File: config.mk
export PLATFORM = sky130hd
export DESIGN_NAME = pipe_addsub
export DESIGN_NICKNAME = d
export VERILOG_FILES = /design/src/rtl/addsub_pkg.sv /design/src/rtl/cla_slice.sv /design/src/rtl/pipe_addsub.sv
export SDC_FILE = /design/constraint.sdc
export NUM_CORES = 1
export LEC_CHECK = 0
export ABC_AREA = 1
export CORE_MARGIN = 5
export CORE_UTILIZATION = 47
export CTS_BUF_LIST = sky130_fd_sc_hd__clkbuf_4 sky130_fd_sc_hd__clkbuf_8 sky130_fd_sc_hd__clkbuf_16
export CTS_CLUSTER_SIZE = 14
export DETAILED_ROUTE_END_ITERATION = 8
export HOLD_SLACK_MARGIN = 0.05
export PLACE_DENSITY = 0.77
export SYNTH_ARGS = -nofsm -noshare
export SYNTH_HDL_FRONTEND = slang
export SYNTH_SLANG_ARGS = --single-unit
File: constraint.sdc
create_clock -name clk -period 2.6 [get_ports clk]
set_input_delay 0.52 -clock clk [delete_from_list [all_inputs] [get_ports clk]]
set_output_delay 0.52 -clock clk [all_outputs]
set_load 0.05 [all_outputs]
File: src/rtl/addsub_pkg.sv
// Shared encodings for the pipelined adder/subtractor: operation modes and flag bit positions.
// Helpers derive the B-operand inversion and carry-in from the mode.
package addsub_pkg;

  typedef enum logic [1:0] {
    MODE_ADD = 2'b00,
    MODE_SUB = 2'b01,
    MODE_ADC = 2'b10,
    MODE_SBC = 2'b11
  } mode_e;

  localparam int FLAG_N = 3;
  localparam int FLAG_Z = 2;
  localparam int FLAG_C = 1;
  localparam int FLAG_V = 0;

  // SUB and SBC both subtract, so bit 0 of the mode selects ~B.
  function automatic logic mode_inverts_b(input logic [1:0] m);
    return m[0];
  endfunction

  function automatic logic mode_carry_in(input logic [1:0] m, input logic cin);
    logic c;
    case (m)
      MODE_ADD: c = 1'b0;
      MODE_SUB: c = 1'b1;
      default:  c = cin;
    endcase
    return c;
  endfunction

endpackage

File: src/rtl/cla_slice.sv
// Combinational W-bit adder slice built from 4-bit carry-lookahead groups chained group to group.
// Zero latency, no flow control; exposes the carry into the MSB for overflow detection.
module cla_slice #(
  parameter int W = 8
) (
  input  logic [W-1:0] a,
  input  logic [W-1:0] b,
  input  logic         c,
  output logic [W-1:0] s,
  output logic         cout,
  output logic         cmsb
);

  localparam int NG = W / 4;

  logic [W:0] w_c;

  assign w_c[0] = c;

  for (genvar gi = 0; gi < NG; gi++) begin : g_grp
    logic [3:0] w_g;
    logic [3:0] w_p;
    logic       w_ci;

    assign w_g  = a[4*gi +: 4] & b[4*gi +: 4];
    assign w_p  = a[4*gi +: 4] ^ b[4*gi +: 4];
    assign w_ci = w_c[4*gi];

    assign w_c[4*gi+1] = w_g[0] | (w_p[0] & w_ci);
    assign w_c[4*gi+2] = w_g[1] | (w_p[1] & w_g[0]) | (w_p[1] & w_p[0] & w_ci);
    assign w_c[4*gi+3] = w_g[2] | (w_p[2] & w_g[1]) | (w_p[2] & w_p[1] & w_g[0])
                       | (w_p[2] & w_p[1] & w_p[0] & w_ci);
    assign w_c[4*gi+4] = w_g[3] | (w_p[3] & w_g[2]) | (w_p[3] & w_p[2] & w_g[1])
                       | (w_p[3] & w_p[2] & w_p[1] & w_g[0])
                       | (w_p[3] & w_p[2] & w_p[1] & w_p[0] & w_ci);
  end

  assign s    = a ^ b ^ w_c[W-1:0];
  assign cout = w_c[W];
  assign cmsb = w_c[W-1];

endmodule

File: src/rtl/pipe_addsub.sv
// Pipelined ADD/SUB/ADC/SBC with NZCV flags; one operand slice resolved per stage, STAGES cycles latency.
// Whole pipeline stalls when the output beat is held (in_ready = !out_valid || out_ready).
module pipe_addsub
  import addsub_pkg::*;
#(
  parameter int WIDTH  = 32,
  parameter int STAGES = 2
) (
  input  logic             clk,
  input  logic             clr,
  input  logic             in_valid,
  output logic             in_ready,
  input  logic [WIDTH-1:0] ra,
  input  logic [WIDTH-1:0] rb,
  input  logic [1:0]       mode,
  input  logic             cin,
  output logic             out_valid,
  input  logic             out_ready,
  output logic [WIDTH-1:0] sum,
  output logic [3:0]       flags
);

  localparam int SW = WIDTH / STAGES;

  if (STAGES < 1 || STAGES > 4 || (WIDTH % (4 * STAGES)) != 0) begin : g_bad_cfg
    $error("pipe_addsub: WIDTH must be a multiple of 4*STAGES with STAGES in 1..4");
  end

  // r_acc carries A forward; stage k overwrites slice k with its result bits.
  logic             r_vld [STAGES];
  logic [WIDTH-1:0] r_acc [STAGES];
  logic [WIDTH-1:0] r_b   [STAGES];
  logic             r_c   [STAGES];
  logic [3:0]       r_flags;

  logic             w_in_vld [STAGES];
  logic [WIDTH-1:0] w_in_acc [STAGES];
  logic [WIDTH-1:0] w_in_b   [STAGES];
  logic             w_in_c   [STAGES];
  logic [WIDTH-1:0] w_nxt    [STAGES];
  logic [SW-1:0]    w_s      [STAGES];
  logic             w_co     [STAGES];
  logic             w_cm     [STAGES];

  logic             w_adv;
  logic [WIDTH-1:0] w_bx;
  logic [3:0]       w_fl;

  assign w_adv     = !out_valid || out_ready;
  assign in_ready  = w_adv;
  assign w_bx      = mode_inverts_b(mode) ? ~rb : rb;
  assign out_valid = r_vld[STAGES-1];
  assign sum       = r_acc[STAGES-1];
  assign flags     = r_flags;

  for (genvar k = 0; k < STAGES; k++) begin : g_stg
    localparam logic [WIDTH-1:0] SLICE_MSK = {{(WIDTH-SW){1'b0}}, {SW{1'b1}}} << (k * SW);

    if (k == 0) begin : g_first
      assign w_in_vld[k] = in_valid;
      assign w_in_acc[k] = ra;
      assign w_in_b[k]   = w_bx;
      assign w_in_c[k]   = mode_carry_in(mode, cin);
    end else begin : g_next
      assign w_in_vld[k] = r_vld[k-1];
      assign w_in_acc[k] = r_acc[k-1];
      assign w_in_b[k]   = r_b[k-1];
      assign w_in_c[k]   = r_c[k-1];
    end

    cla_slice #(.W(SW)) u_cla (
      .a    (w_in_acc[k][k*SW +: SW]),
      .b    (w_in_b[k][k*SW +: SW]),
      .c    (w_in_c[k]),
      .s    (w_s[k]),
      .cout (w_co[k]),
      .cmsb (w_cm[k])
    );

    assign w_nxt[k] = (w_in_acc[k] & ~SLICE_MSK) | (WIDTH'(w_s[k]) << (k * SW));
  end

  // Overflow is carry-in vs carry-out of the MSB, equivalent to the sign-compare form.
  always_comb begin
    w_fl         = '0;
    w_fl[FLAG_N] = w_nxt[STAGES-1][WIDTH-1];
    w_fl[FLAG_Z] = (w_nxt[STAGES-1] == '0);
    w_fl[FLAG_C] = w_co[STAGES-1];
    w_fl[FLAG_V] = w_co[STAGES-1] ^ w_cm[STAGES-1];
  end

  always_ff @(posedge clk) begin
    if (!clr) begin
      for (int k = 0; k < STAGES; k++) begin
        r_vld[k] <= 1'b0;
        r_acc[k] <= '0;
        r_b[k]   <= '0;
        r_c[k]   <= 1'b0;
      end
      r_flags <= '0;
    end else if (w_adv) begin
      for (int k = 0; k < STAGES; k++) begin
        r_vld[k] <= w_in_vld[k];
        r_acc[k] <= w_nxt[k];
        r_b[k]   <= w_in_b[k];
        r_c[k]   <= w_co[k];
      end
      r_flags <= w_fl;
    end
  end

endmodule

==> run_results.csv, run 1 <==
group,metric,value,unit
run_status,run_status,"finished with violations",
run_status,violations,"negative setup slack",
power,net-switching-power,1.424,mW
cts,worst_skew_pair_later_pin_latency,340,ps
detailed_routing,number_of_iterations_in_the_first_detailed_routing_pass,5,
flow_run,maxCapViolations,0,
final_layout,layout.cells.non_filler,834,
power,cellPowerDensity,658.2,nW/um^2
cts,worst_setup_hold_path_clk_slew,60,ps
grt,grt_use_total,18.08,%
critical_path,worst-endpoint-required,2880,ps
critical_path,worst-setup-path-type,"reg2reg",
sta,final-max-slew-violation-count,0,
floorplanning,core,10940,um^2
sta,grt_setup_unrepaired,"yes",
final_layout,num_antenna_cells,0,
yosys,yosysSeqAreaShare,48.76,%
floorplanning,pin_count,109,
detailed_routing,route.final.wire_length,11.65,mm
yosys,syn_nets,670,
worst_hold_path,min_path_type,"reg2reg",
cts,cts-htree-levels,3,
sta,maxClockFrequency,337.1,MHz
final_layout,p_r_area_growth_vs_syn,36.07,%
detailed_routing,routed_via_density,4.863,
sta,final.setup_skew,4.791,ps
detailed_routing,detail_route.iter0.violations,210,
placed_design,dp_hpwl,8.880,mm
detailed_routing,dr_total_vias,4056,
sta,postLayoutSetupSlackWorst,-366.8,ps
final_layout,leading_cell_types_in_the_layout_fill_and_taps_excluded,"sky130_fd_sc_hd__clkdlybuf4s50_1, sky130_fd_sc_hd__nor2_1, sky130_fd_sc_hd__edfxtp_1",
cts,inserted_clock_buffers,9,
power,cellLeakagePower,3.316,nW
yosys,post_synth_instance_area,5276,um^2
critical_path,end_kind,"register",
grt,grt_start_max_net_pins,42,
sta,timing_hold_violations_final,0,
floorplanning,total_die_area,13450,um^2
detailed_routing,postRouteAntennaNets,0,
floorplanning,initial_utilization,48.25,%
sta,max-slew-margin-rel,64.67,%
yosys,yosysWarningCount,0,
sta,fin_tns_setup,-366.8,ps
cts,cts.path.max_buffers,2,
yosys,synth_cells,559,
power,power.internal,3.302,mW
final_layout,final_layout_size_suffix_gt1_share,17.44,%
power,power_switching_share,30.13,%
power,max-vdd-ir-drop,0.3987,mV
grt,globalRouteOverflowTotal,0,
detailed_routing,routedWlPerCell,13.96,um
power,clock_power_share,30.9,%
final_layout,nNetsFinal,800,
critical_path,arrival,3250,ps
floorplanning,die-height,116.0,um
yosys,synth_cell_type_count,32,
floorplanning,dieWidth,116.0,um
critical_path,crit_fanout,3,
sta,tcrit_tclk_final,114.1,%
grt,grt_first_pass_wirelength,18.70,mm
power,power_frac_comb,30.8,%
cts,tritoncts_clock_tree,"built",
sta,tightestPinTransition,528.3,ps
final_layout,final_common_cell,"sky130_fd_sc_hd__clkdlybuf4s50_1",
yosys,synth.ff_latch_count,87,
yosys,synth_area_per_cell,9.439,um^2
sta,final-setup-viol-count,1,
critical_path,startpoint_type,"register",
placed_design,port_buffers,108,
grt,grt_pass1_vias,4198,
detailed_routing,remaining_drc_errors,0,
floorplanning,rows,38,
grt,initial_antenna_violation_count,0,
cts,clock_tree.root_cell,"sky130_fd_sc_hd__clkbuf_16",
placed_design,dpl.cell_count,815,
sta,final.min_clock_period,2967,ps
cts,number_of_clock_sinks_seen_by_cts,87,
final_layout,fill_cell_count,849,
sta,worst_hold_slack,472.5,ps
power,p_seq_share,38.2,%
placed_design,gp_routability_congestion,0.8621,
-- worst paths after layout --
| path | startpoint | end | slack (ps) | depth (start not counted) |
|---|---|---|---|---|
| max | r_acc[0][16] | flags[2] | -370 | 21 |
| min | flags[1] | flags[1] | 470 | 2 |
| max reg2reg | r_acc[0][16] | flags[2] | -370 | 21 |
| min reg2reg | flags[1] | flags[1] | 470 | 2 |
-- through the flow --
step	utilization [%]	setup WS, ps	instance area (um^2)	total power, mW
global placement	61.04	-291.4	6675	3.167
floorplan	-	-101.2	5321	2.746
global route	65.65	-558.4	7179	4.946
finish	65.65	-366.8	7179	4.725
detailed placement	61.04	-367.7	6675	3.215
CTS	64.83	-352.3	7089	4.708
-- power groups by stage --
stage / registers, mW / clock network (mW) / logic, mW
5_1_grt: 1.82 / 1.54 / 1.59
2_1_floorplan: 1.83 / 0 / 0.917
6_report: 1.81 / 1.46 / 1.46
3_3_place_gp: 1.82 / 0 / 1.34
3_5_place_dp: 1.83 / 0 / 1.39
4_1_cts: 1.80 / 1.48 / 1.42
-- kinds of logic (layout without fill, tap and decap cells) --
family                   count (synthesis)  count (layout)  synth area share, %
AO/OA/AOI/OAI                           39              39                4.245
XOR/XNOR                                41              41                6.806
adder cells (fa/ha/maj)                 40              40                10.62
buffers and inverters                  133             268                11.88
flip-flops                              87              87                48.76
AND/OR/NAND/NOR                        219             219                17.69
-- sequential cells by signal, indices dropped and copies added, names as in the netlist --
register  flops
flags         4
r_acc        64
r_b          16
r_c           1
r_vld         2
-- critical path, stage by stage (launching register included) --
cell and delay, ps:
sky130_fd_sc_hd__edfxtp_1 470, sky130_fd_sc_hd__ha_4 310, sky130_fd_sc_hd__nand2_1 60, sky130_fd_sc_hd__nor2_2 100
sky130_fd_sc_hd__nand2_1 80, sky130_fd_sc_hd__nand3_2 100, sky130_fd_sc_hd__nand2_2 60, sky130_fd_sc_hd__nand2_4 80
sky130_fd_sc_hd__nand2_4 50, sky130_fd_sc_hd__nand2_4 60, sky130_fd_sc_hd__fa_1 440, sky130_fd_sc_hd__inv_2 100
sky130_fd_sc_hd__nand3_2 80, sky130_fd_sc_hd__nor2_1 100, sky130_fd_sc_hd__nand3_1 110, sky130_fd_sc_hd__nor2_1 100
sky130_fd_sc_hd__nand3_1 100, sky130_fd_sc_hd__nor2_1 110, sky130_fd_sc_hd__nand3_1 130, sky130_fd_sc_hd__nor2_1 120
sky130_fd_sc_hd__nand3_1 80, sky130_fd_sc_hd__nand2_1 60
-- metal layers --
layer / up-vias / track usage [%] / wire length, um
met5: - / 0 / 0
met4: 0 / 10.36 / 448
met3: 34 / 3.446 / 713
met2: 152 / 30.96 / 5999
met1: 1849 / 21.21 / 4484
li1: 2021 / - / -
-- cell type report --
cell class	instances	area (um^2)	area share, %
Sequential cell	87	2572	35.83
Clock buffer	9	225.2	3.137
Multi-Input combinational cell	339	2222	30.95
Inverter	88	334.1	4.653
Tap cell	140	175.2	2.440
Clock inverter	7	121.4	1.690
Timing Repair Buffer	164	1529	21.30
-- synthesized netlist by cell type --
| cell | instances | share of area (%) |
|---|---|---|
| sky130_fd_sc_hd__fa_1 | 8 | 3.0 |
| sky130_fd_sc_hd__and3_1 | 1 | 0.12 |
| sky130_fd_sc_hd__o21ai_1 | 3 | 0.28 |
| sky130_fd_sc_hd__inv_2 | 1 | 0.071 |
| sky130_fd_sc_hd__o21ai_0 | 7 | 0.66 |
| sky130_fd_sc_hd__edfxtp_1 | 83 | 47 |
| sky130_fd_sc_hd__xnor2_1 | 22 | 3.7 |
| sky130_fd_sc_hd__o21bai_1 | 3 | 0.43 |
| sky130_fd_sc_hd__ha_1 | 32 | 7.6 |
| sky130_fd_sc_hd__a31oi_1 | 1 | 0.12 |
| sky130_fd_sc_hd__a21o_1 | 1 | 0.14 |
| sky130_fd_sc_hd__xor2_1 | 19 | 3.2 |
| sky130_fd_sc_hd__nand3b_1 | 1 | 0.14 |
| sky130_fd_sc_hd__nand4_2 | 1 | 0.24 |
| sky130_fd_sc_hd__buf_1 | 4 | 0.28 |
| sky130_fd_sc_hd__nand3_1 | 32 | 3.0 |
| sky130_fd_sc_hd__o21ai_4 | 1 | 0.31 |
| sky130_fd_sc_hd__a21oi_1 | 21 | 2.0 |
| sky130_fd_sc_hd__a21oi_2 | 1 | 0.17 |
| sky130_fd_sc_hd__clkbuf_1 | 5 | 0.36 |
| sky130_fd_sc_hd__dfxtp_1 | 4 | 1.5 |
| sky130_fd_sc_hd__nand3_2 | 2 | 0.38 |
| sky130_fd_sc_hd__buf_4 | 33 | 4.7 |
| sky130_fd_sc_hd__nand2_2 | 4 | 0.47 |
| sky130_fd_sc_hd__nand2_4 | 3 | 0.64 |
| sky130_fd_sc_hd__nand4_1 | 4 | 0.47 |
| sky130_fd_sc_hd__nor3_1 | 1 | 0.095 |
| sky130_fd_sc_hd__buf_2 | 3 | 0.28 |
| sky130_fd_sc_hd__inv_1 | 87 | 6.2 |
| sky130_fd_sc_hd__nor2_1 | 104 | 7.4 |
| sky130_fd_sc_hd__a211oi_1 | 1 | 0.14 |
| sky130_fd_sc_hd__nand2_1 | 66 | 4.7 |
-- what timing repair did --
action,CTS,global route
setup buffers,1,2
pin swaps,5,18
hold buffers,0,0
resized for setup,12,22
setup endpoints to repair,1,9
No activity file was read; power rests on OpenSTA's default activity.
==> inputs of run 2 (changes only) <==
- CORE_MARGIN: 5 -> default
- CORE_UTILIZATION: 47 -> 58
- DONT_BUFFER_PORTS: default -> 1
- PLACE_DENSITY: 0.77 -> 0.76
- SETUP_SLACK_MARGIN: default -> 0.05
==> run 2 against run 1 <==
The run still ends with negative setup slack left; clock-buffer cell count increased by 3; wire length shrank 18%; core utilization fell by 2.0 points; sequential share of layout area grew 10 points; combinational power fell by 47%; clock skew grew 5.5 ps; first-iteration DRC count decreased by 16%; highest routed layer unchanged; largest cell class unchanged; critical path type unchanged.
==> run_results.csv, run 2 (synthesis gave the netlist of run 1 again) <==
group,metric,value,unit
detailed_routing,remaining_drc_errors,0,
sta,final-setup-viol-count,1,
power,power_switching_share,32.38,%
power,power.internal,2.626,mW
placed_design,dp_hpwl,7.173,mm
critical_path,timing.reg2reg.worst_path_depth,21,
detailed_routing,routed_via_density,5.351,
floorplanning,die-height,97.38,um
final_layout,layout.cells.non_filler,656,
cts,cts-htree-levels,3,
floorplanning,initial_utilization,60.21,%
power,clock_power_share,26.5,%
final_layout,final_common_cell,"sky130_fd_sc_hd__nor2_1",
power,p_seq_share,53.5,%
grt,initial_antenna_violation_count,0,
sta,timing_hold_violations_final,0,
sta,final.setup_skew,10.29,ps
worst_hold_path,hold_depth,2,
sta,grt_setup_unrepaired,"yes",
detailed_routing,dr_total_vias,3510,
cts,tritoncts_clock_tree,"built",
placed_design,dpl.cell_count,640,
run_status,run_status,"finished with violations",
critical_path,crit_fanout,4,
detailed_routing,postRouteAntennaNets,0,
floorplanning,dieWidth,97.38,um
critical_path,startpoint_type,"register",
cts,worst_setup_hold_path_clk_slew,80,ps
grt,top_usage_layer,"met2",
sta,final.min_clock_period,2818,ps
sta,tcrit_tclk_final,108.4,%
detailed_routing,number_of_iterations_in_the_first_detailed_routing_pass,5,
cts,clock_tree.root_cell,"sky130_fd_sc_hd__clkbuf_8",
detailed_routing,routedWlPerCell,14.63,um
sta,max-slew-margin-rel,61.00,%
flow_run,maxCapViolations,0,
power,max-vdd-ir-drop,0.3225,mV
grt,grt_use_total,21.25,%
grt,grtUsageMet3,5.540,%
sta,final-max-slew-violation-count,0,
final_layout,largest_register,"r_acc",
final_layout,leading_cell_types_in_the_layout_fill_and_taps_excluded,"sky130_fd_sc_hd__nor2_1, sky130_fd_sc_hd__inv_1, sky130_fd_sc_hd__edfxtp_1",
worst_hold_path,min_path_type,"in2reg",
floorplanning,pin_count,109,
sta,tightestPinTransition,584.2,ps
final_layout,nNetsFinal,655,
sta,fin_tns_setup,-217.8,ps
floorplanning,core,8763,um^2
floorplanning,total_die_area,9483,um^2
critical_path,worst-setup-path-type,"reg2reg",
cts,inserted_clock_buffers,9,
grt,globalRouteOverflowTotal,0,
grt,gr-usage-met1,26.73,%
critical_path,worst-endpoint-required,2900,ps
final_layout,p_r_area_growth_vs_syn,5.715,%
final_layout,num_antenna_cells,0,
power,cellLeakagePower,2.642,nW
grt,grt_start_max_net_pins,34,
power,cellPowerDensity,696.4,nW/um^2
power,net-switching-power,1.258,mW
detailed_routing,detail_route.iter0.violations,177,
placed_design,port_buffers,0,
cts,number_of_clock_sinks_seen_by_cts,87,
sta,postLayoutSetupSlackWorst,-217.8,ps
critical_path,end_kind,"register",
run_status,violations,"negative setup slack",
final_layout,final_layout_size_suffix_gt1_share,11.86,%
cts,cts.path.max_buffers,2,
detailed_routing,route.final.wire_length,9.598,mm
power,power_frac_comb,19.9,%
sta,maxClockFrequency,354.9,MHz
floorplanning,rows,34,
final_layout,flip_flop_count_of_the_largest_register_after_layout,64,
cts,worst_skew_pair_later_pin_latency,350,ps
cts,post_cts_hold_buffer_count,0,
grt,grt_first_pass_wirelength,15.84,mm
critical_path,arrival,3110,ps
grt,grt_pass1_vias,3408,
placed_design,gp_routability_congestion,0.9731,
grt,grt.met2_usage,34.75,%
-- run 2: cell count changes in the layout (fill, tap and decap cells not counted), sizes merged --
cell and delta:
clkbuf +3, clkinvlp -3, buf -39, dlymetal6s2s -4, bufinv -1, clkdlybuf4s50 -102
-- run 2: final timing paths --
path | start | end | slack (ps)
max reg2reg | r_acc[0][19] | flags[2] | -220
max | r_acc[0][19] | flags[2] | -220
min | ra[24] | r_acc[0][24] | 380
min reg2reg | r_vld[0][0] | r_vld[0][1] | 570
-- run 2: metrics by stage --
step / total power, mW / hold WS, ps / area, um^2 / utilization [%] / setup WS (ps)
after floorplan: 2.746 / 519.2 / 5321 / - / -101.2
after global placement: 2.808 / 530.9 / 5274 / 60.18 / -44.01
after detailed placement: 2.841 / 556.5 / 5274 / 60.18 / -179.1
after CTS: 3.869 / 369.8 / 5533 / 63.14 / -163.1
after global routing: 4.067 / 375.0 / 5578 / 63.65 / -497.3
final: 3.884 / 375.3 / 5578 / 63.65 / -217.8
-- run 2: layer usage --
layer,up-vias,part of all wire (%)
li1,1732,-
met1,1596,44
met2,151,47
met3,31,6.5
met4,0,3.3
met5,-,0
-- run 2: area by class of cell --
cell class	instances	area (um^2)
timing repair buffer	19	142.6
inverter	88	334.1
fill	703	3186
tap	108	135.1
clock inverter	3	68.82
sequential	87	2572
multi-input combinational	339	2178
clock buffer	12	146.4
-- run 2: power by group through the flow --
stage / registers, mW / clock network, mW / logic [mW]
after floorplan: 1.83 / 0 / 0.917
after global placement: 2.10 / 0 / 0.703
after detailed placement: 2.11 / 0 / 0.732
after CTS: 2.08 / 1.04 / 0.751
after global routing: 2.10 / 1.09 / 0.882
final: 2.08 / 1.03 / 0.774
-- run 2: critical path, stage by stage (launching register included) --
cell and delay [ps]:
sky130_fd_sc_hd__edfxtp_1 440, sky130_fd_sc_hd__ha_4 340, sky130_fd_sc_hd__nand2_4 60, sky130_fd_sc_hd__nor2_4 110, sky130_fd_sc_hd__nor2_2 40, sky130_fd_sc_hd__nand3_2 80
sky130_fd_sc_hd__nand2_2 70, sky130_fd_sc_hd__nand2_4 100, sky130_fd_sc_hd__nand2_4 50, sky130_fd_sc_hd__nand2_4 60, sky130_fd_sc_hd__fa_2 440, sky130_fd_sc_hd__inv_2 70
sky130_fd_sc_hd__nand3_1 70, sky130_fd_sc_hd__nor2_1 90, sky130_fd_sc_hd__nand3_1 80, sky130_fd_sc_hd__nor2_1 120, sky130_fd_sc_hd__nand3_1 70, sky130_fd_sc_hd__nor2_1 140
sky130_fd_sc_hd__nand3_1 100, sky130_fd_sc_hd__nor2_1 110, sky130_fd_sc_hd__nand3_1 70, sky130_fd_sc_hd__nand2_1 70
-- run 2: what timing repair did --
item,4_1_cts,5_1_grt
resized for setup,6,10
pin swaps,1,16
endpoints found under the setup margin,1,1
buffers inserted,0,1
